===== src/rtl/adder_share_arbiter.sv =====
// Round-robin arbiter sharing one ripple-carry adder among NREQ requesters, with a multicycle
// settle window. Optional counters enabled by defining ADD_SHARE_STATS_EN.
module adder_share_arbiter #(
    parameter int unsigned NBITS      = 8,
    parameter int unsigned SIGND      = 0,
    parameter int unsigned NREQ       = 4,
    parameter int unsigned SETTLE_CYC = 2
) (
    input  logic                      clk,
    input  logic                      rst_n,
    input  logic [NREQ-1:0]           req_valid,
    input  logic [NREQ*NBITS-1:0]     req_a,
    input  logic [NREQ*NBITS-1:0]     req_b,
    input  logic [NREQ-1:0]           req_cin,
    output logic [NREQ-1:0]           req_ready,
    output logic                      rsp_valid,
    input  logic                      rsp_ready,
    output logic [NBITS-1:0]          rsp_sum,
    output logic                      rsp_cout,
    output logic [$clog2(NREQ)-1:0]   rsp_id,
    output logic                      busy
`ifdef ADD_SHARE_STATS_EN
    ,
    output logic [15:0]               op_count,
    output logic [15:0]               stall_count
`endif
);

    localparam int unsigned IDW = $clog2(NREQ);
    localparam int unsigned CW  = (SETTLE_CYC > 1) ? $clog2(SETTLE_CYC) : 1;

    typedef enum logic [1:0] {StIdle, StSettle, StResp} state_e;

    state_e           r_state, w_state_next;
    logic [NBITS-1:0] r_op_a, r_op_b;
    logic             r_op_cin;
    logic [CW-1:0]    r_cnt;
    logic [IDW-1:0]   r_last_grant;
    logic             r_rsp_valid;
    logic [NBITS-1:0] r_rsp_sum;
    logic             r_rsp_cout;
    logic [IDW-1:0]   r_rsp_id;

    logic [NREQ-1:0]  w_grant;
    logic [IDW-1:0]   w_gnt_id;
    logic [IDW-1:0]   w_cand;
    logic             w_gnt_any;

    // Search upward from the slot after the last winner, wrapping modulo NREQ.
    always_comb begin
        w_grant   = '0;
        w_gnt_id  = '0;
        w_cand    = '0;
        w_gnt_any = 1'b0;
        for (int unsigned k = 1; k <= NREQ; k++) begin
            w_cand = IDW'((32'(r_last_grant) + k) % NREQ);
            if (!w_gnt_any && req_valid[w_cand]) begin
                w_gnt_any = 1'b1;
                w_gnt_id  = w_cand;
            end
        end
        if (r_state != StIdle) begin
            w_gnt_any = 1'b0;
        end
        if (w_gnt_any) begin
            w_grant[w_gnt_id] = 1'b1;
        end
    end

    // Shared ripple-carry adder; its inputs are only ever the operand registers.
    logic [NBITS:0]   w_carry;
    logic [NBITS-1:0] w_sum;
    logic             w_ovf;
    logic             w_cout;

    assign w_carry[0] = r_op_cin;
    for (genvar gi = 0; gi < NBITS; gi++) begin : g_rca
        assign w_sum[gi]     = r_op_a[gi] ^ r_op_b[gi] ^ w_carry[gi];
        assign w_carry[gi+1] = (r_op_a[gi] & r_op_b[gi]) |
                               (w_carry[gi] & (r_op_a[gi] ^ r_op_b[gi]));
    end

    assign w_ovf  = (~r_op_a[NBITS-1] & ~r_op_b[NBITS-1] &  w_sum[NBITS-1]) |
                    ( r_op_a[NBITS-1] &  r_op_b[NBITS-1] & ~w_sum[NBITS-1]);
    assign w_cout = (SIGND != 0) ? w_ovf : w_carry[NBITS];

    always_comb begin
        w_state_next = r_state;
        unique case (r_state)
            StIdle:   if (w_gnt_any) w_state_next = StSettle;
            StSettle: if (r_cnt == '0) w_state_next = StResp;
            StResp:   if (rsp_ready) w_state_next = StIdle;
            default:  w_state_next = StIdle;
        endcase
    end

    always_ff @(posedge clk or negedge rst_n) begin
        if (!rst_n) begin
            r_state      <= StIdle;
            r_op_a       <= '0;
            r_op_b       <= '0;
            r_op_cin     <= 1'b0;
            r_cnt        <= '0;
            r_last_grant <= IDW'(NREQ - 1);
            r_rsp_valid  <= 1'b0;
            r_rsp_sum    <= '0;
            r_rsp_cout   <= 1'b0;
            r_rsp_id     <= '0;
        end else begin
            r_state <= w_state_next;
            case (r_state)
                StIdle: begin
                    if (w_gnt_any) begin
                        r_op_a       <= req_a[w_gnt_id*NBITS +: NBITS];
                        r_op_b       <= req_b[w_gnt_id*NBITS +: NBITS];
                        r_op_cin     <= req_cin[w_gnt_id];
                        r_last_grant <= w_gnt_id;
                        r_cnt        <= CW'(SETTLE_CYC - 1);
                    end
                end
                StSettle: begin
                    if (r_cnt == '0) begin
                        r_rsp_valid <= 1'b1;
                        r_rsp_sum   <= w_sum;
                        r_rsp_cout  <= w_cout;
                        r_rsp_id    <= r_last_grant;
                    end else begin
                        r_cnt <= r_cnt - CW'(1);
                    end
                end
                StResp: begin
                    if (rsp_ready) begin
                        r_rsp_valid <= 1'b0;
                    end
                end
                default: ;
            endcase
        end
    end

    assign req_ready = w_grant;
    assign rsp_valid = r_rsp_valid;
    assign rsp_sum   = r_rsp_sum;
    assign rsp_cout  = r_rsp_cout;
    assign rsp_id    = r_rsp_id;
    assign busy      = (r_state != StIdle);

`ifdef ADD_SHARE_STATS_EN
    logic [15:0] r_op_count, r_stall_count;

    // rsp_valid is high exactly while in StResp, so the state alone qualifies the handshake.
    always_ff @(posedge clk or negedge rst_n) begin
        if (!rst_n) begin
            r_op_count    <= '0;
            r_stall_count <= '0;
        end else if (r_state == StResp) begin
            if (rsp_ready) begin
                if (r_op_count != 16'hFFFF) r_op_count <= r_op_count + 16'd1;
            end else begin
                if (r_stall_count != 16'hFFFF) r_stall_count <= r_stall_count + 16'd1;
            end
        end
    end

    assign op_count    = r_op_count;
    assign stall_count = r_stall_count;
`endif

endmodule


===== config.mk =====
export PLATFORM = sky130hd
export DESIGN_NAME = adder_share_arbiter
export DESIGN_NICKNAME = d
export VERILOG_FILES = /design/src/rtl/adder_share_arbiter.sv
export SDC_FILE = /design/constraint.sdc
export NUM_CORES = 1
export LEC_CHECK = 0
export CAP_MARGIN = 15
export CELL_PAD_IN_SITES_DETAIL_PLACEMENT = 0
export CELL_PAD_IN_SITES_GLOBAL_PLACEMENT = 2
export CORE_ASPECT_RATIO = 1.1
export CORE_UTILIZATION = 26
export CTS_CLUSTER_SIZE = 20
export DETAILED_ROUTE_END_ITERATION = 10
export GPL_TIMING_DRIVEN = 0
export PLACE_DENSITY = 0.92
export SYNTH_ARGS = -nofsm -noshare
export SYNTH_HDL_FRONTEND = slang
export SYNTH_SLANG_ARGS = --single-unit
export TNS_END_PERCENT = 10

===== constraint.sdc =====
create_clock -name clk -period 11.2 [get_ports clk]
set_input_delay 1.68 -clock clk [delete_from_list [all_inputs] [get_ports clk]]
set_output_delay 1.68 -clock clk [all_outputs]
set_load 0.1 [all_outputs]

==> flow_summary.yaml, run 1 <==
run_status:
  status: "finished, final reports clean"
timing:
  fmax_mhz: 165
  finalClockSkew_ns: 0.00467
  maxSlewHeadroom_pct: 34.8
  worst_pin_slew_ns: 0.974
  finalCriticalPeriod_ns: 6.06
  setup_viol: 0
  setup_tns_ns: 0
  hold_viol: 0
  post-route-period-util_pct: 54.1
  rsz0062_at_grt: "no"
  drv_slew: 0
hold_path:
  min_to: "rsp_sum[6]"
  hold_start: "rsp_sum[6]"
  hp-class: "flip-flop to flip-flop"
  holdPathStages: 2
global_routing:
  grt_max_degree: 35
  grt_pass1_vias: 1821
  grt_pass1_wl_um: 8870
  grt_use_total_pct: 14.2
  antenna_found_initial: 0
  globalRoute.totalOverflow: 0
setup_path:
  worstSetupEndpointType: "output pin"
  rr_worst_depth: 12
  start_kind: "input port"
  path_max_fanout: 10
  crit_chain: "clkdlybuf4s50_1 > nor4_1 > nor2_1 > nand2b_1 > buf_4 > buf_2 > nor2_1 > clkdlybuf4s50_1"
  r2r_slack_ns: 7.40
  cpPeakStageDelay_ns: 0.97
  critPathArrivalTime_ns: 4.38
  critical_path.slowest_cell: "clkdlybuf4s50_1"
  r2r_end: "rsp_sum[7]"
  crit_family: "buffers and inverters"
  crit_buf_inv: 4
  cp.required_ns: 9.52
  worstReg2RegStart: "r_op_b[0]"
  crit_type: "input port to output pin"
die:
  pin_count: 92
  design.core.area_um2: 7510
  num_rows: 33
  start_util_pct: 27.0
  die-area_um2: 8170
  die_w_um: 86.3
  fp.dieH_um: 94.7
finish:
  nets: 380
  antenna_cells: 0
  instances_no_fill: 403
  drive_gt1_share_pct: 8.72
  synthToLayoutAreaGrowth_pct: 56.5
  stdcell_area_um2: 3180
synth:
  synth_edf_count: 0
  synth_cells: 199
  synth_top_area_share_pct: 39.4
  ys_types: 28
  synth_warnings: 0
  netlist_area_um2: 2030
  synth.cells.most_frequent: "51 x nand2_1, 35 x mux2i_1, 32 x dfrtp_1"
  ys_ff_latch: 34
  syn-num-nets: 282
  ys_async_sr_fraction_pct: 100
  synth_most_common_cell: "nand2_1"
  netlist_top_cells_area: "dfrtp_1 39%, mux2i_1 17%, nand2_1 9.4%"
  yosysTopAreaCell: "dfrtp_1"
  synth_ff_type: "dfrtp_1"
  synth_seq_area_share_pct: 42.0
  syn_area_per_cell_um2: 10.2
clocking:
  tritoncts: "yes"
  cts_root_buf: "clkbuf_8"
  clkTransAtPathRegs_ns: 0.06
  cts_buffers: 5
  cts_buffer_depth: 2
  clk_latency_ns: 0.28
  cts.sinks: 34
  postCtsSetupBuffers: 0
  htree_levels: 2
  postCtsHoldBufs: 0
  cts_resized: 0
placement:
  globalplace.congestion: 0.740
  place.port_buffers: 91
  placed_area_um2: 3070
  dp_cells: 395
  dp_hpwl_um: 4310
power_and_ir_drop:
  p_leak_uw: 0.00141
  peakVddDrop_mv: 0.0738
  pwr_density_cell_nw_per_um2: 291
flow_run:
  maxCapViolations: 0
routing:
  vias: 1766
  ant_nets: 0
  wl_per_cell_um: 13.4
  drc: 0
  routed_via_density: 4.38
  finalWirelength_um: 5410
  firstDrtPassIters: 4
  drt-initial-drc-count: 87
==> cells by family after synthesis <==
logic type | synth area share (%)
AO/OA/AOI/OAI | 12.3
multiplexers | 17.2
buffers and inverters | 7.63
adder cells (fa/ha/maj) | 7.88
flip-flops | 42.0
AND/OR/NAND/NOR | 13.0
==> state kept, by name, indices dropped and copies added, names as in the netlist <==
register and flops:
r_op_b 8, rsp_valid 1, r_last_grant 2, rsp_id 2, rsp_sum 8, rsp_cout 1
r_op_a 8, r_cnt 1, r_state 2, r_op_cin 1
==> worst min-delay path, delay by kind of cell, from the launching register on <==
kind             cells  cell delay (ns)
and+or+nand+nor      2             0.11
DFF                  1             0.34
==> per-layer routing <==
| metal | up-vias | wire length [um] | global-route usage, % |
|---|---|---|---|
| li1 | 887 | - | - |
| met1 | 823 | 2190 | 17.7 |
| met4 | 0 | 0 | 1.67 |
| met2 | 56 | 2880 | 25.2 |
| met3 | 0 | 342 | 3.85 |
| met5 | - | 0 | 0 |
==> cells in the final DEF (no fill, tap or decap), drive strengths merged, types with 4 or more instances in the layout <==
cell and count:
clkdlybuf4s50 90, buf 12, a21oi 4, dfrtp 32, o21ai 7, inv 12, nor2 9, clkbuf 9
nand2 51, o221ai 17, fa 8, mux2i 35
==> worst max-delay path by stage <==
stage	startpoint	endpoint	slack, ns	cells after the start
floorplan	req_valid[1]	req_ready[0]	5.82	7
global placement	req_valid[3]	req_ready[1]	5.08	8
detailed placement	req_valid[3]	req_ready[0]	5.04	8
CTS	req_valid[3]	req_ready[0]	5.04	8
global route	req_valid[3]	req_ready[1]	4.85	8
finish	req_valid[3]	req_ready[1]	5.14	8
==> metrics by stage <==
stage                     hold slack, ns  power [uW]  worst slack (ns)  utilization (%)
after global placement             0.460         822              5.08             40.9
after CTS                          0.484         935              5.04             42.3
after global routing               0.502         997              4.85             42.3
after detailed placement           0.467         828              5.04             40.8
final                              0.480         925              5.14             42.3
after floorplan                    0.456         663              5.82                -
==> power by group <==
group | internal, uW | total [uW] | switching [uW]
Combinational | 210 | 591 | 381
Sequential | 187 | 230 | 42.8
Clock | 62.1 | 104 | 42.4
==> final cells by class <==
class | count | area [um^2]
Timing Repair Buffer | 91 | 906
Sequential cell | 34 | 853
Clock buffer | 8 | 110
Tap cell | 105 | 131
Buffer | 12 | 110
Multi-Input combinational cell | 141 | 1020
Fill cell | 787 | 4340
Inverter | 12 | 45.0
Note: power is estimated with default switching activity, not from simulation.
==> run 2, diff against run 1 <==
- CORE_UTILIZATION: 26 -> 24
- PLACE_DENSITY: 0.92 -> 0.87
- clock period: 11.2 -> 6 ns (I/O delays scaled with it)
==> run 2 against run 1 <==
Sequential share of layout area grew 0.13 points. Largest cell class unchanged. Critical path depth unchanged. Register-to-register slack got worse by 5.2 ns. Combinational power grew 86%. Clock skew fell by 0.00062 ns. Critical endpoint is now req_ready[0].
==> flow_summary.yaml, run 2 (synthesis gave the netlist of run 1 again) <==
run_status:
  status: "finished, final reports clean"
finish:
  antenna_cells: 0
  postLayoutCoreUtil_pct: 39.4
  final_cell_mix: "90 x clkdlybuf4s50_1, 51 x nand2_1, 35 x mux2i_1"
  final_common_cell: "clkdlybuf4s50_1"
  multi_input_area_um2: 1020
  synthToLayoutAreaGrowth_pct: 55.7
  seq_area_um2: 853
  num-fill-cells: 810
  drive_gt1_share_pct: 8.39
  nets: 380
power_and_ir_drop:
  pwr_density_cell_nw_per_um2: 536
  peakVddDrop_mv: 0.154
  p_leak_uw: 0.00140
global_routing:
  grt_pass1_vias: 1937
  grt_use_total_pct: 12.8
  antenna_found_initial: 0
  grt_max_degree: 35
  globalRoute.totalOverflow: 0
  grt_pass1_wl_um: 8980
routing:
  drc: 0
  finalWirelength_um: 5330
  ant_nets: 0
  firstDrtPassIters: 4
  vias: 1757
  routed_via_density: 4.33
  drt-initial-drc-count: 64
  wl_per_cell_um: 13.1
clocking:
  cts_buffer_depth: 2
  clkTransAtPathRegs_ns: 0.07
  postCtsHoldBufs: 0
  cts.sinks: 34
  cts_resized: 0
  cts_buffers: 5
  cts_root_buf: "clkbuf_8"
  clk_latency_ns: 0.28
  tritoncts: "yes"
  htree_levels: 2
  postCtsSetupBuffers: 0
setup_path:
  critPathArrivalTime_ns: 3.66
  rr_worst_depth: 12
  crit_start: "req_valid[3]"
  crit_type: "input port to output pin"
  r2r_end: "rsp_sum[7]"
  r2r_slack_ns: 2.24
  start_kind: "input port"
  worstReg2RegStart: "r_op_b[0]"
  path_max_fanout: 10
  endpoint: "req_ready[0]"
  cp.required_ns: 5.10
  worstSetupEndpointType: "output pin"
timing:
  setup_tns_ns: 0
  drv_slew: 0
  fin_ws_ns: 1.44
  rsz0062_at_grt: "no"
  finalClockSkew_ns: 0.00404
  hold_viol: 0
  setup_viol: 0
  worst_pin_slew_ns: 0.985
  maxSlewHeadroom_pct: 34.1
  post-route-period-util_pct: 76.1
  fmax_mhz: 219
  finalCriticalPeriod_ns: 4.56
placement:
  globalplace.congestion: 0.815
  pre_cts_ws_ns: 1.39
  place.port_buffers: 91
  dp_hpwl_um: 4300
die:
  fp.dieH_um: 98.5
  die-area_um2: 8840
  die_w_um: 89.7
  num_rows: 34
  start_util_pct: 25.3
  pin_count: 92
  design.core.area_um2: 8040
hold_path:
  hp-class: "flip-flop to flip-flop"
flow_run:
  maxCapViolations: 0
-- run 2: worst max-delay path, cell delays in order --
cell,delay (ns)
clkdlybuf4s50_1,0.50
nor4_1,0.59
nor2_1,0.12
nand2b_1,0.11
buf_4,0.18
buf_2,0.24
nor2_1,0.06
clkdlybuf4s50_1,0.96
-- run 2: cell type report --
class / count / share of cell area [%]
multi-input combinational: 141 / 32.3
timing repair buffer: 91 / 28.6
sequential: 34 / 27.0
tap: 108 / 4.27
buffer: 12 / 3.48
clock buffer: 7 / 2.73
inverter: 12 / 1.42
clock inverter: 1 / 0.158
-- run 2: how the worst min path moves through the flow --
stage | startpoint | to | cells past startpoint
6_report | rsp_sum[2] | rsp_sum[2] | 2
5_1_grt | rsp_sum[4] | rsp_sum[4] | 2
4_1_cts | rsp_sum[2] | rsp_sum[2] | 2
3_5_place_dp | rsp_sum[2] | rsp_sum[2] | 2
3_3_place_gp | rsp_sum[1] | rsp_sum[1] | 2
2_1_floorplan | r_op_a[0] | r_op_a[0] | 2
-- run 2: metrics by stage --
stage,area [um^2],instances,total power [uW],hold slack [ns]
after global routing,3160,406,1830,0.504
after floorplan,2030,199,1240,0.456
after detailed placement,3070,398,1540,0.462
after CTS,3160,406,1720,0.479
final,3160,406,1700,0.472
after global placement,3080,398,1540,0.461
-- run 2: report_power, final --
group          switching, uW  leakage (uW)  internal (uW)
combinational            708      0.000938            388
clock                   79.2     0.0000482           92.5
sequential              81.3      0.000413            349
total                    868       0.00140            829
-- run 2: metal layers --
metal	track usage [%]	part of all wire, %
met3	2.62	4.7
met4	2.65	0.32
met2	23.2	51
met1	15.7	44
met5	0	0
==> RTL edit 1, RTL diff (config.mk and constraints of run 2) <==
Add a define of `ADD_SHARE_STATS_EN`.
--- a/src/rtl/adder_share_arbiter.sv
+++ b/src/rtl/adder_share_arbiter.sv
@@ -2,2 +2,4 @@
 // settle window. Optional counters enabled by defining ADD_SHARE_STATS_EN.
+`define ADD_SHARE_STATS_EN
+
 module adder_share_arbiter #(
Formal check against the unedited RTL (old outputs only; new: op_count and stall_count): equivalent (Yosys induction, for registers that start in step).
==> RTL edit 1 against run 2 <==
- synthesized area increased by 76%
- sequential cell count increased by 32
- via count rose by 67%
- worst setup slack lost 170 ps
- core utilization shrank 2.5 points
- design area rose by 69%
- routed wire length rose by 74%
- global-route usage grew 0.11 points
- register-to-register slack lost 20 ps
- total power increased by 57%
==> RTL edit 1: results (changes against run 2) <==
POWER.IR.VDD_WORST_mV=0.214  # was 0.154 mV
GPL_CONGESTION=0.739  # was 0.815
CLK-INSERTION-DELAY-LATE_PS=330  # was 280 ps
POST_SYNTHESIS_NET_COUNT=412  # was 282
SYNTH_SEQUENTIAL_AREA_RATIO_PCT=46.2  # was 42.0%
DP_SLACK_PS=1190  # was 1390 ps
IO_BUFFERS=123  # was 91
CPMAXSTAGEDELAYCELL='clkdlybuf4s50_1'  # unchanged
YS.WARNINGS.COUNT=0  # unchanged
MAX_STAGE_DELAY_PS=960  # about the same
CLOCK-SKEW-FINAL_PS=6.74  # was 4.04 ps
YS_TYPES=48  # was 28
WORST_HOLD_SLACK_PS=477  # was 472 ps
CTS_BUF_COUNT=9  # was 5
NNETSFINAL=546  # was 380
POST_CTS.RESIZED_INSTANCES=0  # unchanged
R2R_SETUP_SLACK_PS=2220  # was 2240 ps
N_FILL_CELL=1501  # was 810
GRT_START_MAX_NET_PINS=67  # was 35
POWER_LEAKAGE_nW=2.25  # was 1.40 nW
CTS_POST_SETUP_BUFFERS_INSERTED=0  # unchanged
ROUTED_LEN_INST_UM=14.1  # was 13.1 µm
DETAILEDROUTE.FIRSTPASSITERATIONCOUNT=4  # unchanged
HOLD_DEPTH=2  # unchanged
TIMING.FINAL.SETUP_VIOLATIONS=0  # unchanged
POST_ROUTE_CELLS_DRIVE_ABOVE_1_SHARE_PCT=10.7  # was 8.39%
STATUS='finished, final reports clean'  # unchanged
SYNTH_COMMON_CELLS='dfrtp_1, nand2_1, mux2i_1'  # was nand2_1, mux2i_1, dfrtp_1
WORST_SLACK_PS=1260  # was 1440 ps
ANTENNA_FOUND_INITIAL=0  # unchanged
SYNTHTOPCELLSBYAREA='dfrtp_1, mux2i_1, nand2_1'  # unchanged
VIAS_PER_CELL=4.46  # was 4.33
ASYNC_RESET_FF_SHARE_PCT=100  # unchanged
GLOBALROUTETOTALUTIL_PCT=12.9  # was 12.8%
CTS-HTREE-LEVELS=3  # was 2
CLK_PIN_SLEW_WORST_PATHS_PS=50  # was 70 ps
FIRST_GLOBAL_VIAS=3084  # was 1,937
RR_WORST_DEPTH=12  # unchanged
WORST-PATH-MAX-FANOUT=10  # unchanged
CLK_ROOT_BUFFER_CELL='clkbuf_16'  # was clkbuf_8
SLEW-LIMIT-HEADROOM_PCT=32.1  # was 34.1%
CTS.PATH.MAX_BUFFERS=2  # unchanged
TIMING.HOLD.WORST.CLASS='flip-flop to flip-flop'  # unchanged
DIODES=0  # unchanged
DETAILED_PLACE_HPWL_UM=7150  # was 4300 µm
WIRE_LENGTH_OF_THE_FIRST_GLOBAL_ROUTING_PASS_UM=15400  # was 8980 µm
INITIALDRTVIOLATIONCOUNT=143  # was 64
-- RTL edit 1: changes by cell type in the layout (fill, tap and decap cells not counted), moves of 3 or more --
cell	change
a21oi_1	+3
and3_1	+6
clkbuf_16	+9
clkbuf_8	-4
clkdlybuf4s50_1	+32
dfrtp_1	+32
mux2_2	+9
nand2_1	-6
nand3_1	+16
nand4_1	+9
nor2_1	+11
xnor2_1	+19
xor2_1	+7
-- RTL edit 1: final timing paths --
kind / start / endpoint
setup / recovery: req_valid[3] / req_ready[1]
hold / removal: rsp_valid / rsp_valid
setup reg to reg: r_op_a[0] / rsp_sum[7]
hold reg to reg: rsp_valid / rsp_valid
max in group asynchronous: rst_n / r_op_b[2]
min in group asynchronous: rst_n / stall_count[12]
-- RTL edit 1: worst max-delay path: cells and delay by family --
| family | cells | cell delay (ps) |
|---|---|---|
| simple gates | 4 | 1020 |
| buf+inv | 4 | 1910 |
-- RTL edit 1: metrics by stage --
stage               cells  cell area, µm²  util, %
global route          658            5350     36.9
finish                658            5350     36.9
detailed placement    642            5050     34.8
CTS                   658            5350     36.9
global placement      642            5050     34.8
floorplan             327            3580        -
-- RTL edit 1: cell families (layout without fill, tap and decap cells) --
family	count (synthesis)	count (layout)	share of synthesized area, %
buffers and inverters	25	164	4.37
adder cells (fa/ha/maj)	10	10	5.17
multiplexers	46	46	13.2
AND/OR/NAND/NOR	117	117	16.1
XOR/XNOR	26	26	6.36
flip-flops	66	66	46.2
AO/OA/AOI/OAI	37	37	8.59
-- RTL edit 1: layer usage --
| layer | up-vias | track usage [%] | wire length [µm] |
|---|---|---|---|
| met1 | 1395 | 14.9 | 3930 |
| met4 | 0 | 5.58 | 136 |
| met3 | 12 | 3.41 | 547 |
| li1 | 1429 | - | - |
| met2 | 96 | 22.8 | 4680 |
| met5 | - | 0 | 0 |
-- RTL edit 1: layout make-up --
type	count	area, µm²	area share, %
clock inverters	2	35.0	0.655
repair buffers	123	1230	23.0
well taps	192	240	4.49
flip-flops and latches	66	1650	30.9
plain buffers	14	115	2.15
multi-input cells	236	1770	33.1
clock buffers	14	264	4.93
inverters	11	41.3	0.772
-- RTL edit 1: power breakdown --
| group | internal, mW | switching [mW] |
|---|---|---|
| registers | 0.592 | 0.113 |
| logic | 0.475 | 0.949 |
| clock network | 0.344 | 0.187 |
==> RTL edit 2, RTL diff (flow settings as in run 2) <==
Made on the original files. Re-encode `state_e` (3 states) as one-hot, 3 bits wide.
--- a/src/rtl/adder_share_arbiter.sv
+++ b/src/rtl/adder_share_arbiter.sv
@@ -31,3 +31,3 @@
 
-    typedef enum logic [1:0] {StIdle, StSettle, StResp} state_e;
+    typedef enum logic [2:0] {StIdle = 3'b001, StSettle = 3'b010, StResp = 3'b100} state_e;
 
Formal check against the unedited RTL: same outputs for any inputs over 10 cycles, from zero or initial values and one cycle with rst_n low; not proved beyond that.
==> RTL edit 2 against run 2 <==
- count of clock-buffer cells in the layout down 2
- the flow now finishes with violations (DRC)
- largest cell class unchanged
- first-iteration DRC count up 41%
- clock power up 22%
- critical path depth down 1
- sequential share of layout area down 2.5 points
- worst setup slack worse by 170 ps
- sequential cell count up 1
- routed wire length up 20%
- fmax down 3.6%
- design area up 13%
- die area up 19%
- synthesized area up 19%
- total power up 16%
==> RTL edit 2: results (changes against run 2) <==
DETAILED_PLACE_HPWL_UM=5260  # was 4300 µm
TIMING.CRITICAL_PATH.TO='req_ready[3]'  # was req_ready[0]
NNETSFINAL=410  # was 380
DRT_DRC_VIOLATIONS_LEFT=6  # was 0
GLOBALROUTETOTALUTIL_PCT=12.5  # was 12.8%
VIOLATED_CHECKS='DRC'
ROUTED-WL-MET3_UM=300  # was 252 µm
DRT-TOTAL-WL_UM=6410  # was 5330 µm
PLACED_AREA_UM2=3480  # was 3070 µm²
YS_TYPES=33  # was 28
POWER_LEAKAGE_nW=1.45  # was 1.40 nW
LAYOUT.CELLS.NON_FILLER=448  # was 406
SYNTHTOPCELLSBYAREA='dfrtp_1, mux2_2, mux2i_1'  # was dfrtp_1, mux2i_1, nand2_1
GPL_CONGESTION=0.745  # was 0.815
DP_SLACK_PS=1250  # was 1390 ps
NONCLOCKBUFFERCOUNT=111  # was 103
INITIALDRTVIOLATIONCOUNT=90  # was 64
TIMING.RR.START='r_op_a[0]'  # was r_op_b[0]
POST_SYNTH_INST_COUNT=229  # was 199
WORST_HOLD_SLACK_PS=488  # was 472 ps
VIAS_PER_CELL=4.55  # was 4.33
POST_ROUTE_CELLS_DRIVE_ABOVE_1_SHARE_PCT=22.0  # was 8.39%
AREA_DELTA_SYNTH_FINAL_PCT=48.3  # was 55.7%
DETAILEDROUTE.FIRSTPASSITERATIONCOUNT=7  # was 4
MULTI_INPUT_AREA_UM2=1340  # was 1020 µm²
STATUS='finished with violations'  # was finished, final reports clean
ACHIEVABLE-FREQUENCY_MHz=211  # was 219 MHz
RTL edit 2: power breakdown:
group          internal (mW)  switching, mW
registers              0.360         0.0664
logic                  0.502          0.824
clock network          0.124         0.0855
total                  0.986          0.976
RTL edit 2: worst max-delay path, cell delays in order:
cell and delay, ps:
clkdlybuf4s50_1 520, nor2b_1 180, a21oi_1 60, o221ai_1 260, clkbuf_1 560, nor2b_1 210
clkdlybuf4s50_1 1140
RTL edit 2: cells by family after synthesis:
group                    count (synthesis)  synth area share (%)
AND/OR/NAND/NOR                         82                  17.3
multiplexers                            43                  19.1
flip-flops                              35                  36.3
AO/OA/AOI/OAI                           32                  12.5
buffers and inverters                   29                  8.22
adder cells (fa/ha/maj)                  8                  6.62
RTL edit 2: layer usage:
metal  up-vias  GRT usage [%]
met1       970           16.1
met5         -              0
met2        60           21.3
met3         6           2.21
met4         0           3.90
li1       1004              -
